<file path="config.mk">
export PLATFORM = sky130hd
export DESIGN_NAME = mem_sequencer
export DESIGN_NICKNAME = d
export VERILOG_FILES = /design/src/rtl/mem_sequencer.sv
export SDC_FILE = /design/constraint.sdc
export NUM_CORES = 1
export LEC_CHECK = 0
export ABC_AREA = 1
export CAP_MARGIN = 10
export CORE_MARGIN = 3
export CORE_UTILIZATION = 25
export CTS_BUF_LIST = sky130_fd_sc_hd__clkbuf_8
export CTS_CLUSTER_SIZE = 12
export DETAILED_ROUTE_END_ITERATION = 8
export GPL_ROUTABILITY_DRIVEN = 0
export PLACE_DENSITY = 0.64
export SLEW_MARGIN = 20
export SYNTH_ARGS = -nofsm -noshare
export SYNTH_HDL_FRONTEND = slang
export SYNTH_SLANG_ARGS = --single-unit
</file>
<file path="constraint.sdc">
create_clock -name clk -period 7 [get_ports clk]
set_input_delay 1.4 -clock clk [delete_from_list [all_inputs] [get_ports clk]]
set_output_delay 1.4 -clock clk [all_outputs]
set_load 0.02 [all_outputs]
</file>
<file path="src/rtl/mem_sequencer.sv">
// Multicycle sequencer and single-port memory arbiter for the rv32i core:
// serialises fetch, load/store and debug accesses and strobes core_en once per instruction.
module mem_sequencer #(
  parameter int unsigned TIMEOUT = 16
) (
  input  logic        clk,
  input  logic        reset,
  input  logic [31:0] pc,
  input  logic [31:0] ALUResult,
  input  logic [31:0] rd2,
  input  logic        MemWrite,
  output logic [31:0] instruccion,
  output logic [31:0] ReadData,
  output logic        core_en,
  output logic        mem_req,
  output logic        mem_we,
  output logic [31:0] mem_addr,
  output logic [31:0] mem_wdata,
  input  logic [31:0] mem_rdata,
  input  logic        mem_ready,
  input  logic        dbg_req,
  input  logic        dbg_we,
  input  logic [31:0] dbg_addr,
  input  logic [31:0] dbg_wdata,
  output logic        dbg_gnt,
  output logic        dbg_done,
  output logic [31:0] dbg_rdata,
  output logic        bus_err,
  output logic [31:0] instret
);

  localparam int unsigned CW = $clog2(TIMEOUT + 1);

  typedef enum logic [2:0] {FETCH, EXEC, DATA, COMMIT, DBG, HALT} state_t;

  state_t        state, state_nx;
  logic [CW-1:0] wait_cnt;
  logic          is_load, is_store, timed_out;

  assign is_load  = (instruccion[6:0] == 7'b0000011);
  assign is_store = (instruccion[6:0] == 7'b0100011);

  always_comb begin
    state_nx  = state;
    mem_req   = 1'b0;
    mem_we    = 1'b0;
    mem_addr  = '0;
    mem_wdata = '0;
    core_en   = 1'b0;
    dbg_gnt   = 1'b0;
    timed_out = 1'b0;
    case (state)
      FETCH: begin
        mem_req  = 1'b1;
        mem_addr = pc;
        if (mem_ready) state_nx = EXEC;
      end
      EXEC: begin
        if (is_load || is_store) begin
          state_nx = DATA;
        end else begin
          core_en  = 1'b1;
          state_nx = dbg_req ? DBG : FETCH;
        end
      end
      DATA: begin
        mem_req   = 1'b1;
        mem_addr  = ALUResult;
        mem_we    = MemWrite;
        mem_wdata = rd2;
        if (mem_ready) state_nx = COMMIT;
      end
      COMMIT: begin
        core_en  = 1'b1;
        state_nx = dbg_req ? DBG : FETCH;
      end
      DBG: begin
        dbg_gnt   = 1'b1;
        mem_req   = 1'b1;
        mem_addr  = dbg_addr;
        mem_we    = dbg_we;
        mem_wdata = dbg_wdata;
        if (mem_ready) state_nx = FETCH;
      end
      default: state_nx = HALT;
    endcase
    if (mem_req && !mem_ready && wait_cnt == CW'(TIMEOUT - 1)) begin
      timed_out = 1'b1;
      state_nx  = HALT;
    end
    // State already sits in FETCH during reset; keep the bus and strobes quiet until release.
    if (reset) begin
      mem_req = 1'b0;
      mem_we  = 1'b0;
      core_en = 1'b0;
      dbg_gnt = 1'b0;
    end
  end

  always_ff @(posedge clk or posedge reset) begin
    if (reset) begin
      state       <= FETCH;
      instruccion <= 32'h0000_0013;
      ReadData    <= '0;
      dbg_rdata   <= '0;
      dbg_done    <= 1'b0;
      bus_err     <= 1'b0;
      instret     <= '0;
      wait_cnt    <= '0;
    end else begin
      state    <= state_nx;
      dbg_done <= 1'b0;
      if (mem_req && !mem_ready) wait_cnt <= wait_cnt + 1'b1;
      else                       wait_cnt <= '0;
      if (timed_out) bus_err <= 1'b1;
      if (core_en) instret <= instret + 32'd1;
      if (state == FETCH && mem_ready) instruccion <= mem_rdata;
      if (state == DATA && mem_ready && is_load) ReadData <= mem_rdata;
      if (state == DBG && mem_ready) begin
        dbg_done <= 1'b1;
        if (!dbg_we) dbg_rdata <= mem_rdata;
      end
    end
  end

endmodule

</file>
==> results by group <==
Critical path
  – Reg2reg path depth: 9
  – Critical path class: reg2out
  – R2r startpoint: state[1]
  – Worst path required time: roughly 5600 ps
  – FF-to-FF End: dbg_rdata[5]
  – Crit end category: primary output
  – Worst R2R Setup Slack: 4480 ps
  – CP Launch Type: flop
  – Critical Path AT: between 3000 and 4000 ps
  – Critical-path maximum fanout: 67

Synthesis
  – Adder-Cell Fraction of Synth Area: 0.516%
  – Post-synthesis simple-gate area fraction: 32.2%
  – Synthesized flop and latch total: 138
  – Mux share of post-synthesis cell area: 0%
  – Post-synthesis compound-gate area fraction: 9.97%
  – Largest family of logic cells by synthesized area: simple AND/OR/NAND/NOR gates
  – Syn_area_per_cell: 7.47 sq um
  – Syn Nets: 1,176
  – Count of different cell masters after synthesis: 30
  – Register area share after synthesis: 47.5%
  – Mapped Cells: 975
  – Synth Area in XOR/XNOR: less than 1%
  – Mapped Area: 0.00728 sq mm
  – Synth Warn #: 0

CTS
  – Hold bufs inserted after CTS: 0
  – H-tree Lvls: 4
  – CTS tree: done
  – Post-CTS Setup Bufs: 0
  – Num CTS Buffers: 17
  – Sink Count: about 140
  – PostCTS Resize Cnt: 0
  – Clk slew on worst S/H paths: 80 ps
  – Worst skew pair latency: about 450 ps
  – Clock Path Buffers: 2
  – Clock root cell: clkbuf_8

Global routing
  – Total GRT Usage: 18.7%
  – Pin count of the biggest net entering global routing: 69
  – Initial antenna violation count: 4
  – Total grt overflow: 0
  – Vias in the first global route: 7,703
  – First-pass GRT wire length: 45,400 um

Worst hold path
  – Worst hold start: wait_cnt[0]
  – Hold Crit Endpoint: wait_cnt[0]
  – HP Class: reg2reg
  – Hold Path Stages: 1

Pwr
  – Sw Pwr: roughly 420 uW
  – Clk pwr share: approximately two fifths
  – Maximum VDD drop: 0.000103 V
  – Lkg Pwr: 0.00505 uW
  – Combinational group share of total power: 10.4%
  – Final Power: 1700 uW
  – Seq pwr share: 47.6%
  – Pwr/cell area: 142 mW/mm^2
  – P_int: 1280 uW
  – Sw Ratio: 24.6%

Final layout
  – Design area: 0.0119 sq mm
  – Fillers: ~2,800
  – Share of cells above drive strength 1: 4.87%
  – Non-filler cells, final: 1,736
  – Net count reported at finish: ~1,500
  – Area Growth Syn to Fin: 64.0%

Die
  – Die width: 177 um
  – Die height: ~180 um
  – Starting Density: 25.8%
  – Std cell rows: 61
  – Die area: 0.0312 sq mm
  – Core Region: 0.0282 sq mm
  – Io pins: 396

Drt
  – Routed WL per cell: approximately 17 um
  – Final ANT Viol Nets: 0
  – Via count: 7,930
  – Vias per Instance: 4.57
  – DRT Pass-1 Iters: 5
  – DRT Wirelength: 30,100 um
  – Iteration-0 DRC Markers: roughly 420
  – Drt drc: 0

Timing
  – RSZ-0062 raised after global routing: false
  – Period utilisation layout: 68.4%
  – Hold_ws: 476 ps
  – Achievable Freq: between 0.2 and 0.25 GHz
  – Fin. Hold Viols: 0
  – Final max-slew violation count: 0
  – Minimum clock period: about 4800 ps
  – Final setup viols: 0
  – Setup TNS: 0 ps
  – Slew @ Worst Pin: 856 ps
  – Relative slew slack: 42.9%
  – Clk_skew: roughly 17 ps

Placed design
  – Placed cells: 1,703
  – HPWL Detailed: ~23,000 um
  – Port Buf Inserts: between 300 and 400
  – Post-placement cell area: 0.0115 sq mm

Run
  – Max cap viols: 0

Status
  – Status: finished clean
Yosys cell counts, drive strengths merged:
master    n  area, sq um
clkinv    1         5.00
nand4    33          206
nand3   111          581
nor3b     1         7.51
dfrtp   135         3380
xor2      7         61.3
o22ai     1         6.26
a21oi     2         13.8
buf      41          221
nor2     65          282
inv     100          375
dfstp     3         78.8
or2       1         6.26
o21ai   141          706
ha        3         37.5
nand2   298         1130
clkbuf   14         52.6
nor3      5         36.3
nand3b   13         97.6
power by group through the flow:
stage | clock [uW] | combinational [uW] | sequential [uW]
global placement | 0 | 176 | 823
CTS | 740 | 179 | 808
finish | 712 | 176 | 808
detailed placement | 0 | 177 | 823
floorplan | 0 | 28.0 | 832
global route | 773 | 190 | 809
flip-flops by register name (all words and copies together), names as in the netlist:
signal	count
wait_cnt	5
dbg_rdata	32
state	3
instret	32
bus_err	1
dbg_done	1
instruccion	32
ReadData	32
critical path: stages (launching register included):
cell and delay (ps):
dfrtp_1 370, buf_4 260, nor2_4 150, buf_4 580, nand2_1 170, nor2_1 420
nand2_1 80, o21ai_0 200, clkdlybuf4s50_1 720
placed cells by master (no fill, tap or decap):
master             n
nand3_4            2
nor3b_1            1
nand3b_1          13
nor2_2             3
clkinv_4           2
o22ai_1            1
a21oi_1            1
a21oi_2            1
nand3_1          109
dfrtp_2            1
clkinvlp_4         2
inv_1             96
clkbuf_8          17
dfstp_2            3
nor2_4             4
nor2_1            58
bufinv_16          3
nand4_1           33
inv_8              3
clkinv_2           2
nor3_1             4
inv_2              3
clkdlybuf4s50_1  395
buf_4             10
diode_2            2
dfrtp_1          134
xor2_1             7
or2_2              1
o21ai_1          100
inv_6              4
ha_1               3
nor3_4             1
nand2_2            4
nand2_1          294
o21ai_0           41
logic make-up after synthesis:
logic type | after synthesis
AOI/OAI and AO/OA | 144
xor gates and xnor gates | 7
adders and majority gates | 3
buffers and inverters | 156
DFF | 138
and+or+nand+nor | 527
area by class of cell:
cell class	instances	area, sq um	area share, %
timing repair buffer	405	4030	33.7
sequential	138	3460	29.0
multi-input combinational	681	3170	26.5
tap	378	473	3.96
inverter	101	385	3.23
clock buffer	17	234	1.96
clock inverter	14	188	1.57
antenna	2	5.00	0.0419
per-layer routing:
metal | global-route usage [%] | up-vias | wire length (um)
met3 | 6.71 | 32 | 2990
met4 | 5.34 | 0 | 544
li1 | - | 3901 | -
met1 | 22.8 | 3660 | 12200
met2 | 31.1 | 337 | 14400
met5 | 0 | - | 0
worst max path at each step:
stage	startpoint	slack, ps	cells after the start	to
2_1_floorplan	reset	580	5	core_en
3_3_place_gp	reset	2060	5	mem_we
3_5_place_dp	reset	2110	5	mem_we
4_1_cts	state[1]	2060	8	mem_we
5_1_grt	state[1]	1990	8	mem_we
6_report	state[1]	2210	8	mem_we
through the flow:
step	util, %	setup WS, ps
4_1_cts	42.3	2060
3_5_place_dp	40.8	2110
6_report	42.3	2210
2_1_floorplan	-	575
5_1_grt	42.3	1990
3_3_place_gp	40.8	2060
Note: power is estimated with default switching activity, not from simulation.
